File: src/rtl/combat_arbiter.sv
// Frame-rate damage arbiter: gathers per-pixel hit evidence during a frame, resolves damage,
// block, hit-stun and KO once per frame boundary, and drives both health bars.
module combat_arbiter #(
  parameter int unsigned MAX_HEALTH     = 200,
  parameter int unsigned PUNCH_DMG      = 10,
  parameter int unsigned KICK_DMG       = 15,
  parameter int unsigned BALL_DMG       = 25,
  parameter int unsigned BLOCK_SHIFT    = 2,
  parameter int unsigned HITSTUN_FRAMES = 20
) (
  input  logic       pixel_Clk,
  input  logic       Reset,
  input  logic       frame_start,
  input  logic       start,
  input  logic       collision,
  input  logic       ballcollision,
  input  logic       ballcollision2,
  input  logic       punch,
  input  logic       kick,
  input  logic       crouchpunch,
  input  logic       punch2,
  input  logic       kick2,
  input  logic       crouchpunch2,
  input  logic       block,
  input  logic       block2,
  output logic [7:0] health1,
  output logic [7:0] health2,
  output logic       ko1,
  output logic       ko2,
  output logic       stun1,
  output logic       stun2,
  output logic       hit_pulse
);

  localparam int unsigned StunW = (HITSTUN_FRAMES < 2) ? 1 : $clog2(HITSTUN_FRAMES + 1);
  localparam logic [8:0] PunchD = 9'(PUNCH_DMG);
  localparam logic [8:0] KickD  = 9'(KICK_DMG);
  localparam logic [8:0] BallD  = 9'(BALL_DMG);
  localparam logic [7:0] MaxH   = 8'(MAX_HEALTH);
  localparam logic [StunW-1:0] StunLoad = StunW'(HITSTUN_FRAMES);
  localparam logic [StunW-1:0] StunOne  = StunW'(1);

  typedef enum logic [1:0] {StIdle, StFight, StKo} state_e;

  state_e r_state, w_state_next;
  logic   w_active, w_reload, w_idle, w_capture, w_apply;

  logic r_melee, r_ball1, r_ball2, r_p1_kick, r_p1_punch, r_p2_kick, r_p2_punch;
  logic r_e_melee, r_e_ball1, r_e_ball2, r_e_p1_kick, r_e_p1_punch, r_e_p2_kick, r_e_p2_punch;
  logic r_pending, r_hit, r_ko1, r_ko2;
  logic [7:0] r_health1, r_health2;
  logic [StunW-1:0] r_stun1, r_stun2;

  logic [8:0] w_melee1, w_melee2, w_raw1, w_raw2, w_blk1, w_blk2, w_dmg1, w_dmg2;
  logic [7:0] w_new_h1, w_new_h2;

  // FSM: state register
  always_ff @(posedge pixel_Clk or negedge Reset) begin
    if (!Reset) r_state <= StIdle;
    else        r_state <= w_state_next;
  end

  // FSM: next state
  always_comb begin
    w_state_next = r_state;
    unique case (r_state)
      StIdle:  if (start) w_state_next = StFight;
      StFight: begin
        if (!start)             w_state_next = StIdle;
        else if (r_ko1 || r_ko2) w_state_next = StKo;
      end
      StKo:    if (!start) w_state_next = StIdle;
      default: w_state_next = StIdle;
    endcase
  end

  // FSM: control outputs
  always_comb begin
    w_idle   = (r_state == StIdle);
    w_reload = w_idle && start;
    w_active = (r_state == StFight) && start;
  end

  assign w_capture = w_active && frame_start;
  assign w_apply   = w_active && r_pending;

  // Accumulators; inputs seen on the boundary cycle seed the next frame.
  always_ff @(posedge pixel_Clk or negedge Reset) begin
    if (!Reset) begin
      {r_melee, r_ball1, r_ball2, r_p1_kick, r_p1_punch, r_p2_kick, r_p2_punch} <= '0;
      {r_e_melee, r_e_ball1, r_e_ball2, r_e_p1_kick, r_e_p1_punch, r_e_p2_kick,
       r_e_p2_punch} <= '0;
      r_pending <= 1'b0;
    end else begin
      r_pending <= w_capture;
      if (w_capture) begin
        {r_e_melee, r_e_ball1, r_e_ball2} <= {r_melee, r_ball1, r_ball2};
        {r_e_p1_kick, r_e_p1_punch, r_e_p2_kick, r_e_p2_punch} <=
            {r_p1_kick, r_p1_punch, r_p2_kick, r_p2_punch};
        {r_melee, r_ball1, r_ball2} <= {collision, ballcollision, ballcollision2};
        {r_p1_kick, r_p1_punch} <= {kick, punch | crouchpunch};
        {r_p2_kick, r_p2_punch} <= {kick2, punch2 | crouchpunch2};
      end else if (w_active) begin
        r_melee    <= r_melee | collision;
        r_ball1    <= r_ball1 | ballcollision;
        r_ball2    <= r_ball2 | ballcollision2;
        r_p1_kick  <= r_p1_kick | kick;
        r_p1_punch <= r_p1_punch | punch | crouchpunch;
        r_p2_kick  <= r_p2_kick | kick2;
        r_p2_punch <= r_p2_punch | punch2 | crouchpunch2;
      end else begin
        {r_melee, r_ball1, r_ball2, r_p1_kick, r_p1_punch, r_p2_kick, r_p2_punch} <= '0;
      end
    end
  end

  // Damage resolution for the frame just captured; kick beats punch.
  always_comb begin
    w_melee2 = '0;
    if (r_e_melee && r_e_p1_kick)       w_melee2 = KickD;
    else if (r_e_melee && r_e_p1_punch) w_melee2 = PunchD;
    w_melee1 = '0;
    if (r_e_melee && r_e_p2_kick)       w_melee1 = KickD;
    else if (r_e_melee && r_e_p2_punch) w_melee1 = PunchD;
    w_raw2   = w_melee2 + (r_e_ball1 ? BallD : 9'd0);
    w_raw1   = w_melee1 + (r_e_ball2 ? BallD : 9'd0);
    w_blk2   = block2 ? (w_raw2 >> BLOCK_SHIFT) : w_raw2;
    w_blk1   = block  ? (w_raw1 >> BLOCK_SHIFT) : w_raw1;
    w_dmg2   = (r_stun2 != '0) ? 9'd0 : w_blk2;
    w_dmg1   = (r_stun1 != '0) ? 9'd0 : w_blk1;
    w_new_h2 = (w_dmg2 >= {1'b0, r_health2}) ? 8'd0 : (r_health2 - w_dmg2[7:0]);
    w_new_h1 = (w_dmg1 >= {1'b0, r_health1}) ? 8'd0 : (r_health1 - w_dmg1[7:0]);
  end

  always_ff @(posedge pixel_Clk or negedge Reset) begin
    if (!Reset) begin
      r_health1 <= MaxH;
      r_health2 <= MaxH;
      r_ko1     <= 1'b0;
      r_ko2     <= 1'b0;
      r_stun1   <= '0;
      r_stun2   <= '0;
      r_hit     <= 1'b0;
    end else begin
      r_hit <= w_apply && ((w_dmg1 != 9'd0) || (w_dmg2 != 9'd0));
      if (w_reload) begin
        r_health1 <= MaxH;
        r_health2 <= MaxH;
        r_ko1     <= 1'b0;
        r_ko2     <= 1'b0;
        r_stun1   <= '0;
        r_stun2   <= '0;
      end else if (w_idle) begin
        r_health1 <= MaxH;
        r_health2 <= MaxH;
      end else if (w_apply) begin
        r_health1 <= w_new_h1;
        r_health2 <= w_new_h2;
        if (w_new_h1 == 8'd0) r_ko1 <= 1'b1;
        if (w_new_h2 == 8'd0) r_ko2 <= 1'b1;
        if (w_dmg1 != 9'd0) r_stun1 <= StunLoad;
        if (w_dmg2 != 9'd0) r_stun2 <= StunLoad;
      end else if (w_capture) begin
        if (r_stun1 != '0) r_stun1 <= r_stun1 - StunOne;
        if (r_stun2 != '0) r_stun2 <= r_stun2 - StunOne;
      end
    end
  end

  assign health1   = r_health1;
  assign health2   = r_health2;
  assign ko1       = r_ko1;
  assign ko2       = r_ko2;
  assign stun1     = (r_stun1 != '0);
  assign stun2     = (r_stun2 != '0);
  assign hit_pulse = r_hit;

endmodule
File: config.mk
export PLATFORM = sky130hd
export DESIGN_NAME = combat_arbiter
export DESIGN_NICKNAME = d
export VERILOG_FILES = /design/src/rtl/combat_arbiter.sv
export SDC_FILE = /design/constraint.sdc
export NUM_CORES = 1
export LEC_CHECK = 0
export CAP_MARGIN = 10
export CORE_MARGIN = 3
export CORE_UTILIZATION = 38
export CTS_CLUSTER_SIZE = 28
export DETAILED_ROUTE_END_ITERATION = 10
export DONT_BUFFER_PORTS = 1
export MAX_ROUTING_LAYER = met4
export PLACE_DENSITY = 0.48
export SKIP_LAST_GASP = 1
export SYNTH_ARGS = -nofsm -noshare
export SYNTH_HDL_FRONTEND = slang
export SYNTH_SLANG_ARGS = --single-unit
File: constraint.sdc
create_clock -name pixel_Clk -period 4 [get_ports pixel_Clk]
set_input_delay 0.6 -clock pixel_Clk [delete_from_list [all_inputs] [get_ports pixel_Clk]]
set_output_delay 0.6 -clock pixel_Clk [all_outputs]
set_load 0.03 [all_outputs]
== Word-level counts from Yosys, hierarchy flattened ==
Index checks and enable logic that the tools add are counted.
Operators by class
  order comparisons: 2
  bitwise logic cells: 11
  eq/ne operators: 8
  reduce and logical (&&, ||, !) cells: 30
  muxes and demuxes: 57
  add/sub/neg operators: 6
Operators with widths (count)
  5-bit two-way mux: 14
  8-bit two-way mux: 8
  9-bit two-way mux: 6
  1-bit two-way mux: 22
  9-bit by 5-bit adder with 9-bit output: 2
  9-bit by 8-bit greater-or-equal comparator with 1-bit output: 2
  9-bit nonzero test: 2
  8-bit logical NOT: 2
  8-bit subtractor: 2
  3-bit nonzero test: 4
  1-bit OR: 11
  5-bit nonzero test: 2
  5-bit by 1-bit subtractor with 5-bit output (second input constant): 2
  1-bit logical AND: 9
  3-bit AND reduction: 3
  2-bit two-way mux: 4
  4-bit two-way mux: 2
  4-bit AND reduction: 2
  2-bit != test (second input constant): 3
  3-bit by 2-bit != test with 1-bit output (second input constant): 2
  2-bit one-hot mux with 3 select lines: 1
  2-bit nonzero test: 3
  3-bit != test (second input constant): 1
  2-bit by 1-bit equality test with 1-bit output (second input constant): 1
  other kinds (3): 4
Word-level totals
  register bits: 46
  input port bits: 15
  output and inout bits: 21
  word-level logic and storage cells: 137

== Depth between registers and ports, before layout ==
Gate-level depths: netlist of the first run.
  word-level depth: 13
  gate-level depth with buffers: 15
  gate-level depth less buffers: 15

== Worst setup path after synthesis of the first run ==
No wires, ideal clock.
  path type: register -> register
  from: register r_stun1[0]
  to: register r_ko1 (netlist: ko1)
  data required time: 3.905 ns
  library setup time: 0.095 ns
  path buffers: 1
  cell stages (with the launch flop): 13
  arrival time: 3.244 ns
  setup slack: 0.661 ns
  period minus slack after synthesis: 3.339 ns
  cells stage by stage: dfrtp_1 -> inv_1 -> ha_1 -> and3_1 -> clkbuf_1 -> inv_1 -> or3_1 -> ha_1 -> or4_1 -> o21ai_1 -> xor2_1 -> or4_1 -> o31ai_1
Between the ends
  word-level cells in the longest chain between the ends: 7
  elaborated cells on any way between the ends: 8
  classes of those cells: add/sub (1); order compare (1); mux (2); reduce/logical (4)
Ends and longest elaborated chain
  from (decl): line 52  | logic [StunW-1:0] r_stun1, r_stun2;
  from (signal assigned): line 161  | if (w_dmg1 != 9'd0) r_stun1 <= StunLoad;
  from (signal assigned): line 164  | if (r_stun1 != '0) r_stun1 <= r_stun1 - StunOne;
  5-bit nonzero test (*)
  via stun1: line 30  | output logic stun1,
  9-bit two-way mux (*): line 130  | w_dmg1 = (r_stun1 != '0) ? 9'd0 : w_blk1;
  8-bit subtractor / 9-bit by 8-bit greater-or-equal comparator with 1-bit output (equally long branches): line 132  | w_new_h1 = (w_dmg1 >= {1'b0, r_health1}) ? 8'd0 : (r_health1 - w_dmg1[7:0]);
  8-bit two-way mux (*): line 132
  8-bit logical NOT (*): line 159  | if (w_new_h1 == 8'd0) r_ko1 <= 1'b1;
  2-bit nonzero test (no line) (*)
  3-bit AND reduction (no line) (*)
  to (signal assigned): line 139  | r_ko1 <= 1'b0;
  to (signal assigned): line 149  | r_ko1 <= 1'b0;
  to (signal assigned): line 159
  to (decl): line 50  | logic r_pending, r_hit, r_ko1, r_ko2;
The timed path passes the listed nets; every way through them passes the cells marked *.
A chain may end at the register's enable or synchronous reset.

== Worst setup path in the final report of the first run ==
Same ends and word-level chain as after synthesis.

==> summary.md, run 1 <==
| Metric | Value |
|---|---|
| Startpoint Class | register |
| Vias in the first global route | roughly 2700 |
| Multiplexer area fraction after synthesis | 1.15% |
| Max-Cap Viols | 0 |
| # clock sinks | 46 |
| Min Clock Period, post-route | 3.51 ns |
| HPWL after detailed placement | 6.06 mm |
| Final Max Tran Viols | 0 |
| Final Non-Filler Cells | 510 |
| CTS buffer count | 5 |
| Root Buffer | clkbuf_8 |
| Final TNS setup | 0 ns |
| CP Class | register to register |
| Pwr dens | slightly above 400 nW/um2 |
| # DRC | 0 |
| Die Width | ~100 um |
| Mapped Cells | 400 |
| Distinct cell type count of the synthesized netlist | 58 |
| Post-synthesis cell area | 3480 um2 |
| Fin util | 42.2% |
| Synth Area in Compound Gates | 20.3% |
| EDFF count, synth | 0 |
| CTS tree | yes |
| Final setup fails | 0 |
| Max-slew headroom | between 50% and 60% |
| Final worst-path setup slack | slightly below 0.5 ns |
| Post-placement setup slack | a little under 0.5 ns |
| Initial antenna violation count | 0 |
| Maximum vdd drop | 0.000151 V |
| Antenna Nets Post-Route | 0 |
| Bufs on Longest Clock Path | 2 |
| Net Sw Power | just over 0.0006 W |
| Clock Latency Late Sink | between 0.3 and 0.4 ns |
| Via count | about 2700 |
| Vias/cell | about 5.3 |
| Layout area overhead | 6.61% |
| Synthesized flop and latch total | 46 |
| H-tree levels | 2 |
| Net count, final | 460 |
| Sequential share of power | 38.1% |
| Initial core utilization | about two fifths |
| Synth async-reset ratio | 100% |
| N_diodes | 0 |
| Fill cells | 890 |
| Worst hold slack | 0.122 ns |
| Initial detailed-routing violation count | about 100 |
| Comb pwr share | between 40% and 50% |
| Clock Power Share | a little under 20% |
| Min-delay worst type | primary input to async pin |
| Die area | roughly 10000 um2 |
| IO buf count | 0 |
| WL per Instance | between 15 and 20 um |
| Rows | 34 |
| Largest net degree at the start of global routing | a little over 40 |
| CP max FO | 9 |
| First-pass DRT Iterations | 4 |
| Syn Nets | approximately 460 |
| Critical Path RT | between 4 and 5 ns |
| CP Capture Type | register |
| Placer Congestion | just under 0.9 |
| Post-Route Skew | ~0.012 ns |
| Crit share post-route | around 88% |
| Register area share after synthesis | roughly a third |
| Tightest Pin Transition | 0.600 ns |
| Global route overflow | 0 |
| Switch share | roughly two fifths |
| CP arrival | roughly 3.7 ns |
| Fraction of the mapped netlist area in simple logic gates | a little under a fifth |
| Wire length of the first global-routing pass | about 13 mm |
| Fmax | 285 MHz |
| Top FF cell, synth | dfrtp_1 |
| Top Ports | 36 |
| Post-Synth Adder-Cell Area | 16.2% |
| Die Y | between 100 and 150 um |
| Xor and xnor area share after synthesis | between 4 and 5% |
| Share of layout cells above drive strength 1 | roughly 6.2% |
| Core area | between 8000 and 9000 um2 |
| Status | finished clean |
| Routed WL | roughly 8.0 mm |
| Clock transition at path regs | about 0.09 ns |
| CTS-repair resized insts | 0 |
| GRT Total Usage | 16.5% |
| Hold Vio Cnt, Final | 0 |
| LEAKAGE | roughly 1.8 nW |
| Ys Warns | 0 |
| Dpl cells | ~500 |
| Internal power | 0.000925 W |
| Syn_area_per_cell | between 8 and 9 um2 |
| RSZ-0062 raised after global routing | false |
| Largest family of logic cells by synthesized area | compound AO/OA/AOI/OAI gates |
cells by family after synthesis:
family,after synthesis
buffers and inverters,56
XOR/XNOR,18
flip-flops,46
adder cells (fa/ha/maj),44
AO/OA/AOI/OAI,107
AND/OR/NAND/NOR,125
multiplexers,4
flip-flops by register name, indices dropped and copies added, names as in the netlist, 2 cells and up:
register / cells
health2: 8
r_stun1: 5
health1: 8
r_state: 2
r_stun2: 5
final timing paths:
path | start | end | slack, ns | cells past startpoint
min in group pixel_Clk | collision | r_melee | 0.42 | 2
max in group asynchronous | Reset | health2[1] | 3.68 | 1
min | Reset | ko1 | 0.12 | 1
min reg2reg | r_p2_kick | r_e_p2_kick | 0.48 | 2
max reg2reg | r_stun1[0] | ko1 | 0.49 | 11
max | r_stun1[0] | ko1 | 0.49 | 11
timing repair:
item / in CTS / in global routing
buffers inserted: 0 / 0
endpoints found under the hold margin: 40 / 0
hold buffers: 1 / 0
power by group through the flow:
stage | clock [W] | sequential (W) | combinational, W
after floorplan | 0 | 0.000580 | 0.000517
after global placement | 0 | 0.000595 | 0.000641
after global routing | 0.000336 | 0.000598 | 0.000737
after detailed placement | 0 | 0.000595 | 0.000642
after CTS | 0.000321 | 0.000587 | 0.000656
final | 0.000303 | 0.000588 | 0.000652
cell usage after synthesis (all sizes together) (7+ instances only):
cell / instances / area share [%]
a21oi: 32 / 4.7
clkbuf: 9 / 1.1
dfrtp: 40 / 29
ha: 42 / 15
inv: 44 / 4.7
nand2: 32 / 3.4
nand2b: 11 / 2.0
nor2: 34 / 3.7
nor3: 7 / 1.0
o21ai: 21 / 3.0
xnor2: 13 / 3.3
cell type report:
| type | count | area, um2 | share of cell area [%] |
|---|---|---|---|
| Multi-Input combinational cell | 298 | 2100 | 56.5 |
| Sequential cell | 46 | 1160 | 31.2 |
| Inverter | 44 | 165 | 4.45 |
| Tap cell | 108 | 135 | 3.64 |
| Clock buffer | 7 | 86.3 | 2.33 |
| Timing Repair Buffer | 6 | 65.1 | 1.75 |
| Clock inverter | 1 | 5.00 | 0.135 |
metal layers:
| layer | vias up | GRT usage, % | share of wire [%] |
|---|---|---|---|
| li1 | 1398 | - | - |
| met4 | 0 | 3.37 | 0.84 |
| met5 | - | - | 0 |
| met2 | 43 | 26.3 | 46 |
| met3 | 9 | 2.69 | 2.6 |
| met1 | 1273 | 22.3 | 50 |
worst max-delay path, stage by stage (launching register included):
cell,delay [ns]
dfrtp_1,0.41
inv_1,0.09
ha_1,0.14
and3_1,0.31
inv_1,0.26
or3_1,0.43
ha_1,0.24
or4_1,0.50
o21ai_1,0.22
xor2_1,0.09
or4_1,0.53
o31ai_1,0.19
stage by stage:
step / power, W / area, um2
floorplan: 0.00110 / 3480
global placement: 0.00124 / 3590
detailed placement: 0.00124 / 3590
CTS: 0.00156 / 3710
global route: 0.00167 / 3710
finish: 0.00154 / 3710
placed cells by master (no fill, tap or decap), types with 4 or more instances in the layout:
cell type   n
o22ai_1     5
dfrtp_1    40
clkbuf_8    6
or3_1       6
xnor2_1    13
and2_1      5
a22o_1      4
a21o_1      5
dfstp_2     6
nand2b_1   11
nor3_1      7
nor2b_1     4
mux2i_1     4
a21oi_1    31
a211oi_1    6
nor2_1     34
o21ai_0    18
inv_1      44
xor2_1      5
buf_4       5
or4_1       4
nand3_1     6
ha_1       42
nand2_1    32
o21a_1      4
o2bb2ai_1   4
Note: power is estimated with default switching activity, not from simulation.
==> run 2, diff against run 1 <==
- CORE_ASPECT_RATIO: unset -> 1.4
==> summary.md, run 2 (same netlist as run 1, synthesis figures left out) <==
| Metric | Value |
|---|---|
| Initial antenna violation count | 0 (unchanged) |
| Top Ports | 36 (unchanged) |
| Vias in the first global route | 2768 (was 2662) |
| WL per Instance | 16.1 um (was 15.6 um) |
| Min-delay worst type | primary input to async pin (unchanged) |
| CP peak stage delay | 0.53 ns (about the same) |
| Routed WL | 8.21 mm (was 7.97 mm) |
| Layout area overhead | 8.88% (was 6.61%) |
| Bufs on Longest Clock Path | 2 (unchanged) |
| Via count | 2827 (was 2723) |
| Critical Path RT | 4.19 ns (was 4.22 ns) |
| Status | finished clean (unchanged) |
| Vias/cell | 5.54 (was 5.34) |
| Clock transition at path regs | 0.07 ns (was 0.09 ns) |
| Tightest Pin Transition | 0.722 ns (was 0.600 ns) |
| Worst r2r path cells | 11 (unchanged) |
| Crit-path slowest cell | or4_1 (unchanged) |
| Fmax | 282 MHz (was 285 MHz) |
| CTS buffer count | 5 (unchanged) |
| IO buf count | 0 (unchanged) |
| CP Capture Type | register (unchanged) |
| Root Buffer | clkbuf_16 (was clkbuf_8) |
| Final setup fails | 0 (unchanged) |
| WP depth | 11 (unchanged) |
| Fin util | 43.3% (was 42.2%) |
| Commonest non-fill, non-tap cell in the layout | inv_1 (unchanged) |
| N_diodes | 0 (unchanged) |
| First-pass DRT Iterations | 4 (unchanged) |
| CP arrival | 3.74 ns (was 3.73 ns) |
| CP Buf/Inv Count | 2 (unchanged) |
| Net count, final | 463 (was 460) |
| HPWL after detailed placement | 6.17 mm (was 6.06 mm) |
| Maximum vdd drop | 0.000214 V (was 0.000151 V) |
| Top delay family on crit path | simple AND/OR/NAND/NOR gates (unchanged) |
| Max-slew headroom | 51.7% (was 59.9%) |
| Hold Vio Cnt, Final | 0 (unchanged) |
| Global route overflow | 0 (unchanged) |
| Cts-stage hold buffer count | 3 (was 1) |
| GRT Total Usage | 16.7% (was 16.5%) |
| Min Clock Period, post-route | 3.55 ns (was 3.51 ns) |
| Initial detailed-routing violation count | 103 (unchanged) |
| Core area | 8760 um2 (was 8810 um2) |
| H-tree levels | 2 (unchanged) |
| LEAKAGE | 1.79 nW (was 1.75 nW) |
| Post-CTS setup buffer count | 0 (unchanged) |
| Clock Latency Late Sink | 0.28 ns (was 0.31 ns) |
| Final TNS setup | 0 ns (unchanged) |
| CP max FO | 9 (unchanged) |
| Crit path cell chain | inv_1 > ha_1 > and3_1 > inv_1 > or3_1 > ha_1 > or4_1 > o21ai_1 > xor2_1 > or4_1 > o31ai_1 (unchanged) |
| Share of layout cells above drive strength 1 | 6.17% (was 6.22%) |
| Initial core utilization | 39.8% (was 39.5%) |
| Post-Route Skew | 0.00643 ns (was 0.0119 ns) |
| Pwr dens | 446 nW/um2 (was 415 nW/um2) |
| # DRC | 0 (unchanged) |
| Most frequent cells in the layout | 44 x inv_1, 42 x ha_1, 40 x dfrtp_1 (unchanged) |
| Crit share post-route | 88.8% (was 87.8%) |
| Antenna Nets Post-Route | 0 (unchanged) |
| Placer Congestion | 0.865 (was 0.874) |
| # clock sinks | 46 (unchanged) |
| CTS tree | yes (unchanged) |
| Wire length of the first global-routing pass | 13.6 mm (was 13.2 mm) |
| Die Y | 119 um (was 102 um) |
| Rows | 40 (was 34) |
| Largest net degree at the start of global routing | 32 (was 41) |
| Max-Cap Viols | 0 (unchanged) |
| CP Class | register to register (unchanged) |
| Final Max Tran Viols | 0 (unchanged) |
| Die area | 10400 um2 (was 10300 um2) |
| Startpoint Class | register (unchanged) |
| RSZ-0062 raised after global routing | false (unchanged) |
| Die Width | 86.9 um (was 102 um) |
| CTS-repair resized insts | 0 (unchanged) |
run 2: metal layers:
| layer | global-route usage (%) | share of wire [%] |
|---|---|---|
| met5 | - | 0 |
| met3 | 2.91 | 3.2 |
| met1 | 21.1 | 45 |
| met2 | 27.6 | 50 |
| met4 | 3.80 | 0.85 |
run 2: where the power goes:
group | internal [W] | switching [W] | total (W)
registers | 0.000523 | 0.0000636 | 0.000587
clock network | 0.000267 | 0.000175 | 0.000442
logic | 0.000263 | 0.000398 | 0.000661
run 2: per-stage QoR:
stage | hold WS (ns) | instances | area, um2 | total power [W] | setup slack [ns]
after global placement | 0.305 | 498 | 3590 | 0.00124 | 0.557
after CTS | 0.0000175 | 509 | 3780 | 0.00170 | 0.446
final | 0.0110 | 510 | 3790 | 0.00169 | 0.449
after floorplan | 0.304 | 400 | 3480 | 0.00110 | 0.661
after detailed placement | 0.305 | 498 | 3590 | 0.00124 | 0.463
after global routing | 0.000664 | 510 | 3790 | 0.00182 | 0.214
run 2: final timing paths:
path / end / start / slack, ns
max: ko1 / r_stun1[0] / 0.45
min: r_ball2 / Reset / 0.01
max reg2reg: ko1 / r_stun1[0] / 0.45
max in group asynchronous: r_pending / Reset / 2.73
min reg2reg: r_e_melee / r_melee / 0.48
min in group pixel_Clk: r_p1_kick / kick / 0.44
run 2: worst reg2reg max path: stages (launching register included):
cell and delay (ns):
dfrtp_1 0.40, inv_1 0.09, ha_1 0.15, and3_1 0.31, inv_1 0.27, or3_1 0.45, ha_1 0.24, or4_1 0.51
o21ai_1 0.23, xor2_1 0.09, or4_1 0.53, o31ai_1 0.19
run 2: layout make-up:
type	count	area (um2)
Fill cell	863	4970
Sequential cell	46	1160
Timing Repair Buffer	9	77.6
Inverter	44	165
Clock buffer	7	153
Multi-Input combinational cell	298	2100
Tap cell	105	131
Clock inverter	1	8.76
